**src/rtl/traffic_pkg.sv**
```systemverilog
// traffic_pkg: shared phase encoding and lamp codes for the traffic sequencer
package traffic_pkg;
  typedef enum logic [1:0] {GREEN, YELLOW, ALL_RED, PREEMPT} phase_e;
  localparam logic [2:0] LIGHT_GREEN = 3'b001;
  localparam logic [2:0] LIGHT_YELLOW = 3'b010;
  localparam logic [2:0] LIGHT_RED = 3'b100;
endpackage

```
**src/rtl/rr_dir_select.sv**
```systemverilog
// rr_dir_select: next direction with demand after cur_dir, cur_dir checked last; plain +1 when idle
module rr_dir_select #(
  parameter int N_DIR = 4,
  localparam int DIR_W = $clog2(N_DIR)
) (
  input logic [N_DIR-1:0] demand,
  input logic [DIR_W-1:0] cur_dir,
  output logic [DIR_W-1:0] next_dir
);
  logic [DIR_W-1:0] idx;
  always_comb begin
    idx = '0;
    next_dir = DIR_W'((int'(cur_dir) + 1) % N_DIR);
    for (int k = N_DIR; k >= 1; k--) begin
      idx = DIR_W'((int'(cur_dir) + k) % N_DIR);
      if (demand[idx]) next_dir = idx;
    end
  end
endmodule

```
**src/rtl/traffic_controller_param.sv**
```systemverilog
// traffic_controller_param: N-way green/yellow/all-red sequencer with demand skipping
// and latched emergency pre-emption; all outputs registered.
module traffic_controller_param
  import traffic_pkg::*;
#(
  parameter int N_DIR = 4,
  parameter int GREEN_CYC = 10,
  parameter int YELLOW_CYC = 5,
  parameter int ALLRED_CYC = 2,
  parameter int CNT_W = 8,
  localparam int DIR_W = $clog2(N_DIR)
) (
  input logic clk,
  input logic reset,
  input logic tick_en,
  input logic [N_DIR-1:0] demand,
  input logic preempt_req,
  input logic [DIR_W-1:0] preempt_dir,
  output logic [3*N_DIR-1:0] light,
  output logic [DIR_W-1:0] active_dir,
  output logic [1:0] phase,
  output logic preempt_ack
);
  localparam int MAX_DUR = GREEN_CYC > YELLOW_CYC ? (GREEN_CYC > ALLRED_CYC ? GREEN_CYC : ALLRED_CYC)
                                                  : (YELLOW_CYC > ALLRED_CYC ? YELLOW_CYC : ALLRED_CYC);
  if ((2 ** CNT_W) < MAX_DUR) begin : g_cnt_chk
    $error("CNT_W too narrow for the longest phase duration");
  end
  phase_e st, nst;
  logic [CNT_W-1:0] cnt, dur_m1;
  logic pl, acc, pl_eff, done;
  logic [DIR_W-1:0] pd, pd_eff, rr_dir, ndir;
  logic [3*N_DIR-1:0] nlight;
  rr_dir_select #(.N_DIR(N_DIR)) u_rr (.demand(demand), .cur_dir(active_dir), .next_dir(rr_dir));
  assign phase = st;
  // A request arriving on the all-red timeout edge is honoured immediately
  always_comb begin
    acc = preempt_req && !pl && st != PREEMPT;
    pl_eff = pl || acc;
    pd_eff = acc ? preempt_dir : pd;
    dur_m1 = st == GREEN ? CNT_W'(GREEN_CYC - 1) : st == YELLOW ? CNT_W'(YELLOW_CYC - 1) : CNT_W'(ALLRED_CYC - 1);
    done = tick_en && cnt == dur_m1;
    nst = st;
    ndir = active_dir;
    case (st)
      GREEN: nst = acc ? (preempt_dir == active_dir ? PREEMPT : YELLOW) : done ? YELLOW : GREEN;
      YELLOW: nst = done ? ALL_RED : YELLOW;
      ALL_RED: begin
        nst = done ? (pl_eff ? PREEMPT : GREEN) : ALL_RED;
        ndir = done ? (pl_eff ? pd_eff : rr_dir) : active_dir;
      end
      default: nst = preempt_req ? PREEMPT : YELLOW;
    endcase
    nlight = {N_DIR{LIGHT_RED}};
    if (nst != ALL_RED) nlight[3*ndir+:3] = nst == YELLOW ? LIGHT_YELLOW : LIGHT_GREEN;
  end
  always_ff @(posedge clk or negedge reset) begin
    if (!reset) begin
      st <= ALL_RED;
      active_dir <= DIR_W'(N_DIR - 1);
      cnt <= '0;
      pl <= 1'b0;
      pd <= '0;
      light <= {N_DIR{LIGHT_RED}};
      preempt_ack <= 1'b0;
    end else begin
      st <= nst;
      active_dir <= ndir;
      cnt <= nst != st ? '0 : cnt + CNT_W'(tick_en && st != PREEMPT);
      pl <= nst == PREEMPT ? 1'b0 : pl_eff;
      if (acc) pd <= preempt_dir;
      light <= nlight;
      preempt_ack <= nst == PREEMPT;
    end
  end
endmodule
```
**config.mk**
```make
export PLATFORM = sky130hd
export DESIGN_NAME = traffic_controller_param
export DESIGN_NICKNAME = d
export VERILOG_FILES = /design/src/rtl/traffic_pkg.sv /design/src/rtl/rr_dir_select.sv /design/src/rtl/traffic_controller_param.sv
export SDC_FILE = /design/constraint.sdc
export NUM_CORES = 1
export LEC_CHECK = 0
export CORE_MARGIN = 3
export CORE_UTILIZATION = 50
export CTS_CLUSTER_SIZE = 20
export DETAILED_ROUTE_END_ITERATION = 10
export PLACE_DENSITY = 0.76
export SYNTH_ARGS = -nofsm -noshare
export SYNTH_HDL_FRONTEND = slang
export SYNTH_HIERARCHICAL = 1
export SYNTH_SLANG_ARGS = --single-unit
```
**constraint.sdc**
```tcl
create_clock -name clk -period 3.52 [get_ports clk]
set_clock_uncertainty 0.2 [all_clocks]
set_input_delay 1.056 -clock clk [delete_from_list [all_inputs] [get_ports clk]]
set_output_delay 1.056 -clock clk [all_outputs]
set_load 0.01 [all_outputs]
```
==> impl_results.md, run 1 <==
- Max-cap violations: 0
- Die area: between 3000 and 4000 sq um
- Syn Nets: 178
- Via count: between 1,000 and 1,500
- Core ar.: 2880 sq um
- Slew margin rel.: 0.631
- I/O pin cnt: 27
- Commonest cells after routing, fill and taps aside: 23 x clkdlybuf4s50_1, 22 x nor2_1, 21 x dfrtp_1
- Worst slew pin tran: 0.548 ns
- I/O Buffers: 26
- Clk_lat worst skew: 0.34 ns
- Critical Path Sink Type: flip-flop
- Mapped Cells: about 160
- Crit path launch type: input pin
- CTS tree: done
- Post-route ant nets: 0
- Final TNS setup: 0 ns
- Total Routing Usage GR: 0.202
- Min Clock Period, post-route: 3.46 ns
- Hold slack: 0.317 ns
- Hold WC Path Type: reg2reg
- Clk slew on worst S/H paths: around 0.16 ns
- Yosys warns: 6
- Number of synthesized flops with an enable pin: 0
- CP required: 3.60 ns
- Synth Cell Area: 1580 sq um
- Largest area contributor in the netlist: dfrtp_1
- Starting Density: 0.549
- Max Slew Vio Count: 0
- Period utilization: 0.982
- CP Data Arrival Time: 3.53 ns
- Status: finished clean
- Initial antenna violation count: 0
- Avg WL per Cell: 15.5 um
- Register area share after synthesis: 0.449
- Cell variety after synth: 48
- CTS sink count: 28
- Worst VDD drop: 0.381 mV
- Hpwl dp: around 2.7 mm
- Final Instance Count excl. Fillers: 240
- Standard-cell rows: 19
- DRT Wirelength: 3.73 mm
- Critical Path Fanout Max: 5
- H-tree depth: 1
- Max Clock Freq: 289 MHz
- Placer Congestion: 0.799
- Layout area overhead: 29.6%
- Ys async rst share: 1.00
- Ys flop type: dfrtp_1
- Syn avg cell area: 9.82 sq um
- Clock Path Buffers: 2
- Largest net degree at the start of global routing: 29
- Ratio of cells with drive above 1 in the final layout: 0.207
- Die width: 62.2 um
- Vias in the first global route: 1,381
- # diodes: 0
- Dpl cells: 236
- CTS buffer count: 3
- Final hold vios: 0
- DR DRC count: 0
- Final worst-path setup slack: 0.0623 ns
- DRT iter0 DRCs: 151
- Root buffer cell: clkbuf_4
- Post-synth top area share: 0.333
- First-pass detailed-route iteration total: 4
- Via-to-Cell Ratio: 5.49
- Kind of critical path: in2reg
- Pleak: 0.889 nW
- Height of the chip: 62.2 um
- Final setup violating endpoints: 0
- GRT overflow: 0
- Largest cells by area after synthesis: dfrtp_1 33%, dfstp_2 12%, ha_1 5.5%
- CTS Hold Buffers Added: 0
- Commonest non-fill, non-tap cell in the layout: clkdlybuf4s50_1
- #FFs+latches synth: 28
- First-pass GRT wire length: 6.35 mm
- Nets: 216
- Power Dens Cells: 684 nW/um^2
- Worst slack at placement: -0.429 ns
## cell type report
class	instances	area (sq um)
inverter	6	22.5
tap	42	52.6
sequential	28	709
timing repair buffer	38	354
fill	226	828
clock buffer	3	22.5
multi-input combinational	122	857
clock inverter	1	30.0
## synth_stat cells, types with 2 or more instances
master     n
o221ai_1   2
and3_1     2
nor2b_1    5
buf_2      2
xor2_1     3
inv_1      6
a21o_1     2
or3_1      2
a21boi_0   2
nand2_1    9
o31a_1     2
or2_2      3
nand3_1    5
nor3b_1    2
mux2_2     3
nor3_1     4
clkbuf_1   2
a21oi_1    4
nand2b_1   5
o21ai_0    8
ha_1       7
dfrtp_1   21
dfstp_2    7
nor2_1    23
a22oi_1    2
xnor2_1    6
## metrics by stage
| step | utilization | cell area (sq um) | power [mW] |
|---|---|---|---|
| 3_3_place_gp | 0.682 | 1960 | 1.15 |
| 3_5_place_dp | 0.682 | 1960 | 1.17 |
| 4_1_cts | 0.699 | 2010 | 1.39 |
| 5_1_grt | 0.712 | 2050 | 1.51 |
| 6_report | 0.712 | 2050 | 1.40 |
| 2_1_floorplan | - | 1580 | 0.911 |
## routing by layer
metal  vias to the layer above  global-route usage  part of all wire  wire (um)
met5                         -                   0                 0          0
met4                         0              0.0829             0.020         74
met3                         8              0.0396             0.049        182
met2                        37               0.347              0.50       1860
met1                       641               0.249              0.43       1610
li1                        631                   -                 -          -
## cells by family (layout without fill, tap and decap cells)
family / after synthesis / in the layout / synth area share
xor gates and xnor gates: 9 / 9 / 0.0499
AOI/OAI and AO/OA: 31 / 31 / 0.133
adders and majority gates: 7 / 7 / 0.0554
and+or+nand+nor: 71 / 71 / 0.252
muxes: 4 / 4 / 0.0309
DFF: 28 / 28 / 0.449
buffers and inverters: 11 / 48 / 0.0301
## state kept, by name, indices dropped and copies added (netlist names)
signal and cells:
light 12, cnt 8, active_dir 2, pd 2, phase 2, pl 1, preempt_ack 1
## final timing paths
check	start	to	slack (ns)	cells past startpoint
max	preempt_req	light[6]$_DFF_PN0_	0.06	10
min	pd[1]$_DFF_PN0_	pd[1]$_DFF_PN0_	0.32	1
max reg2reg	phase[1]$_DFF_PN1_	light[6]$_DFF_PN0_	0.40	8
min reg2reg	pd[1]$_DFF_PN0_	pd[1]$_DFF_PN0_	0.32	1
max in group asynchronous	reset	phase[1]$_DFF_PN1_	1.95	2
min in group asynchronous	reset	cnt[3]$_DFF_PN0_	0.87	2
## power breakdown
part / switching, mW / internal, mW
clock: 0.100 / 0.115
sequential: 0.0862 / 0.421
combinational: 0.336 / 0.342
total: 0.523 / 0.878
## critical path, cell delays in order
cell and delay [ns]:
clkdlybuf4s50_1 0.41, nor2b_2 0.16, buf_4 0.15, and3_1 0.18
o31a_1 0.32, mux2_4 0.28, inv_1 0.12, ha_4 0.22
or4b_4 0.54, nor2_1 0.10
## what timing repair did
action | CTS | global route
gates resized for setup | 1 | 7
pin swaps | 2 | 0
setup buffers | 0 | 0
endpoints found under the hold margin | 0 | 0
endpoints found under the setup margin | 2 | 2
(Power assumes the default switching activity.)
==> inputs of run 2 (changes only) <==
PLACE_DENSITY = 0.77   (was 0.76)
==> impl_results.md, run 2 (same netlist as run 1, synthesis figures left out) <==
- Status: finished clean
- Starting Density: 0.549
- Hold WC Path Type: reg2reg
- DR DRC count: 0
- Kind of critical path: in2reg
- Total Routing Usage GR: 0.185
- Standard-cell rows: 19
- H-tree depth: 1
- CTS tree: done
- RSZ-0062 raised after global routing: false
- GRT overflow: 0
- Die width: 62.2 um
- Slowest-stage cell, CP: or4b_4
- Die area: 3870 sq um
- CTS sink count: 28
- Dpl cells: 239
- Layout area overhead: 29.6%
- DRT Wirelength: about 3.4 mm
- First-pass detailed-route iteration total: 4
- Top Family by Delay on Critical Path: simple AND/OR/NAND/NOR gates
- Final setup violating endpoints: 0
- Crit path launch type: input pin
- First-pass GRT wire length: 5.87 mm
- # diodes: 0
- Via-to-Cell Ratio: 5.40
- Post-route ant nets: 0
- Clk_lat worst skew: 0.33 ns
- Placer Congestion: 0.871
- Clock Path Buffers: 2
- Final worst-path setup slack: between 0.03 and 0.04 ns
- Pleak: 0.909 nW
- Final hold vios: 0
- Max-cap violations: 0
- Final TNS setup: 0 ns
- Largest net degree at the start of global routing: 29
- CP required: ~3.6 ns
- Total power: approximately 1.4 mW
- Max Clock Freq: 287 MHz
- CTS buffer count: 3
- Worst VDD drop: ~0.41 mV
- Largest register FFs: 12
- CTS Hold Buffers Added: 0
- Avg WL per Cell: 14.0 um
- Biggest register: light
- CP dominant cell by count: mux2_2
- Min Clock Period, post-route: around 3.5 ns
- Final Instance Count excl. Fillers: roughly 240
- Core ar.: 2880 sq um
- CP Data Arrival Time: 3.55 ns
- Initial antenna violation count: 0
- I/O pin cnt: 27
- Ratio of cells with drive above 1 in the final layout: 0.194
- Worst slack at placement: -0.360 ns
- Clk slew on worst S/H paths: 0.15 ns
- CP cell instances: clkdlybuf4s50_1, nor2b_4, nand2_1, mux2_2, mux2_2, mux2_4, ha_1, or4b_4, nor2_1
- Power Dens Cells: 680 nW/um^2
- DRT iter0 DRCs: 136
- Worst slew pin tran: 0.532 ns
- Height of the chip: 62.2 um
- Critical Path Fanout Max: 4
- Max Slew Vio Count: 0
- WP buf/inv: 1
- Period utilization: 0.989
- Root buffer cell: clkbuf_4
- Via count: ~1,300
- Worst path max stage delay: 0.54 ns
- Vias in the first global route: 1,328
- Commonest cells after routing, fill and taps aside: 23 x nor2_1, 23 x clkdlybuf4s50_1, 21 x dfrtp_1
- Slew margin rel.: 0.642
- I/O Buffers: 26
- Setup Fix Bufs, Post-CTS: 0
- Critical Path Sink Type: flip-flop
- Nets: around 220
- Top flop regs: light: 12 flops, cnt: 8 flops
- Layout Utilization: 0.712
- Hpwl dp: 2.56 mm
run 2: where the power goes:
part | switching [mW] | internal [mW]
Combinational | 0.332 | 0.344
Sequential | 0.0850 | 0.421
Clock | 0.0963 | 0.115
run 2: what timing repair did:
item | 4_1_cts | 5_1_grt
resized for setup | 1 | 4
endpoints found under the setup margin | 2 | 2
pin swaps | 0 | 0
run 2: layout make-up:
| class | instances | area, sq um |
|---|---|---|
| clock buffers | 3 | 22.5 |
| clock inverters | 1 | 30.0 |
| fillers | 210 | 828 |
| inverters | 6 | 22.5 |
| multi-input cells | 122 | 835 |
| flip-flops and latches | 28 | 709 |
| well taps | 42 | 52.6 |
| repair buffers | 41 | 377 |
run 2: path summary, 6_finish.rpt:
| kind | start | end | slack (ns) | depth (start not counted) |
|---|---|---|---|---|
| hold / removal | pd[1]$_DFF_PN0_ | pd[1]$_DFF_PN0_ | 0.32 | 1 |
| min in group asynchronous | reset | cnt[3]$_DFF_PN0_ | 0.87 | 2 |
| hold reg to reg | pd[1]$_DFF_PN0_ | pd[1]$_DFF_PN0_ | 0.32 | 1 |
| max in group asynchronous | reset | phase[1]$_DFF_PN1_ | 1.94 | 2 |
| setup reg to reg | phase[1]$_DFF_PN1_ | light[6]$_DFF_PN0_ | 0.34 | 8 |
| setup / recovery | preempt_req | light[6]$_DFF_PN0_ | 0.04 | 9 |
run 2: per-layer routing:
layer	vias to the layer above	global-route usage	wire (um)
met1	632	0.249	1550
met4	0	0.0359	13
met2	34	0.300	1630
met5	-	0	0
li1	643	-	-
met3	2	0.0523	214
run 2: through the flow:
step | hold slack [ns] | area [sq um]
2_1_floorplan | 0.268 | 1580
3_3_place_gp | 0.281 | 1980
3_5_place_dp | 0.286 | 1980
4_1_cts | 0.319 | 2030
5_1_grt | 0.345 | 2050
6_report | 0.316 | 2050
run 2: worst register-to-register path, cell delays in order, from the launching register on:
cell	delay [ns]
dfstp_2	0.70
nand2_1	0.24
nand2_1	0.13
mux2_2	0.34
mux2_2	0.27
mux2_4	0.30
ha_1	0.30
or4b_4	0.54
nor2_1	0.11
==> inputs of run 3 (changes only) <==
PLACE_DENSITY = not set   (was 0.77)
PLACE_DENSITY_LB_ADDON = 0.15   (was not set)
==> impl_results.md, run 3 (same netlist as run 1, synthesis figures left out) <==
- Largest net degree at the start of global routing: 29
- Worst r2r path cells: 8
- Commonest cells after routing, fill and taps aside: 23 x nor2_1, 23 x clkdlybuf4s50_1, 21 x dfrtp_1
- Via count: 1,289
- Total power: 1.33 mW
- Die width: 62.2 um
- Max Clock Freq: 290 MHz
- Crit Reg-Reg Endpoint: light[7]$_DFF_PN0_
- Height of the chip: ~62 um
- Dpl cells: 236
- CTS sink count: 28
- Total Routing Usage GR: 0.187
- Kind of critical path: in2reg
- Slowest-stage cell, CP: or4b_4
- Reg2reg start: phase[1]$_DFF_PN1_
- DRT iter0 DRCs: 115
- Period utilization: 0.980
- RSZ-0062 raised after global routing: false
- P_int: 824 uW
- Via-to-Cell Ratio: 5.37
- Biggest register: light
- Net switching power: 508 uW
- Vias in the first global route: 1,330
- DR DRC count: 0
- Clk slew on worst S/H paths: 0.15 ns
- Pleak: 0.865 nW
- H-tree depth: 1
- Slew margin rel.: 0.634
- First-pass detailed-route iteration total: 4
- Initial antenna violation count: 0
- Max Slew Vio Count: 0
- Critical Path Fanout Max: 5
- Worst path max stage delay: 0.53 ns
- Crit path launch type: input pin
- Clk_lat worst skew: 0.32 ns
- GRT overflow: 0
- I/O Buffers: 26
- Status: finished clean
- Max-cap violations: 0
- Worst VDD drop: 0.481 mV
- Final setup violating endpoints: 0
- Ratio of cells with drive above 1 in the final layout: 0.187
- Critical Path Sink Type: flip-flop
- Placer Congestion: between 0.8 and 0.9
- Largest register FFs: 12
- Net Sw Frac: 0.381
- CP startpoint: preempt_req
- CP required: roughly 3.6 ns
- Die area: 3870 sq um
- Final Instance Count excl. Fillers: 240
- Avg WL per Cell: 14.2 um
- Root buffer cell: clkbuf_4
- CP cell instances: clkdlybuf4s50_1, nor2b_2, buf_4, and3_1, o31a_1, mux2_4, inv_1, ha_4, or4b_4, nor2_1
- CTS buffer count: 3
- Core ar.: 2880 sq um
- Standard-cell rows: 19
- Worst slew pin tran: 0.543 ns
- CTS tree: done
- Min Clock Period, post-route: 3.45 ns
- Clock Power Share: 0.115
- Top flop regs: light: 12 flops, cnt: 8 flops
- Hold WC Path Type: reg2reg
- Seq pwr share: 0.377
- CP Data Arrival Time: around 3.5 ns
- Final hold vios: 0
- Layout area overhead: 26.9%
- First-pass GRT wire length: 6.02 mm
- Starting Density: 0.549
- Critical Path Sink: light[7]$_DFF_PN0_
- # diodes: 0
- Reg2reg setup slack: around 0.42 ns
- Power Dens Cells: 664 nW/um^2
- DRT Wirelength: 3.40 mm
- Nets: 216
- Clock Path Buffers: 2
- I/O pin cnt: 27
- Post-route ant nets: 0
- Hpwl dp: 2.64 mm
- Logic gate share of total power: 0.508
-- run 3: changes by cell type in the layout (fill, tap and decap cells not counted) --
cell	before	now
buf_4	15	12
bufinv_16	1	0
clkbuf_8	0	1
dlygate4sd2_1	1	3
dlymetal6s2s_1	2	0
ha_1	7	6
ha_4	0	1
mux2_2	2	3
mux2_4	2	1
nor2b_2	0	1
nor2b_4	1	0
-- run 3: metal layers --
layer | routed length [um] | global-route usage | vias up
li1 | - | - | 633
met2 | 1730 | 0.323 | 29
met5 | 0 | 0 | -
met1 | 1520 | 0.240 | 625
met4 | 16 | 0.0497 | 0
met3 | 139 | 0.0378 | 2
-- run 3: stage by stage --
stage / util / TNS [ns] / area (sq um) / setup slack (ns) / hold WS [ns]
CTS: 0.693 / 0 / 1990 / 0.0130 / 0.332
floorplan: - / 0 / 1580 / 0.0148 / 0.268
detailed placement: 0.682 / -1.08 / 1960 / -0.410 / 0.298
finish: 0.697 / 0 / 2010 / 0.0711 / 0.338
global placement: 0.682 / -0.574 / 1960 / -0.287 / 0.283
global route: 0.697 / 0 / 2010 / 0.000114 / 0.350
-- run 3: cell type report --
cell class	count	area, sq um
clock buffer	4	36.3
fill	225	871
inverter	6	22.5
multi-input combinational	122	838
sequential	28	709
tap	42	52.6
timing repair buffer	38	347
-- run 3: repair_timing --
item / CTS / global route
buffers inserted: 0 / 0
hold endpoints to repair: 0 / 0
endpoints found under the setup margin: 2 / 2
gates resized for setup: 3 / 1
hold buffers: 0 / 0
-- run 3: worst min path at each step --
stage / start / endpoint / slack, ns / cells after the start
6_report: pd[1]$_DFF_PN0_ / pd[1]$_DFF_PN0_ / 0.34 / 1
5_1_grt: pd[1]$_DFF_PN0_ / pd[1]$_DFF_PN0_ / 0.35 / 1
4_1_cts: pd[1]$_DFF_PN0_ / pd[1]$_DFF_PN0_ / 0.33 / 1
3_5_place_dp: pd[1]$_DFF_PN0_ / pd[1]$_DFF_PN0_ / 0.30 / 1
3_3_place_gp: pd[1]$_DFF_PN0_ / pd[1]$_DFF_PN0_ / 0.28 / 1
2_1_floorplan: pd[1]$_DFF_PN0_ / pd[1]$_DFF_PN0_ / 0.27 / 1
-- run 3: power groups by stage --
stage	clock, mW	sequential, mW	combinational [mW]
floorplan	0	0.502	0.409
global placement	0	0.506	0.638
detailed placement	0	0.509	0.658
CTS	0.159	0.502	0.660
global route	0.175	0.521	0.743
finish	0.153	0.503	0.677
-- run 3: worst max-delay path: cells and delay by family --
kind,cells,cell delay (ns)
buffers and inverters,3,0.69
AOI/OAI and AO/OA,1,0.30
and+or+nand+nor,4,0.96
adders and majority gates,1,0.23
muxes,1,0.28
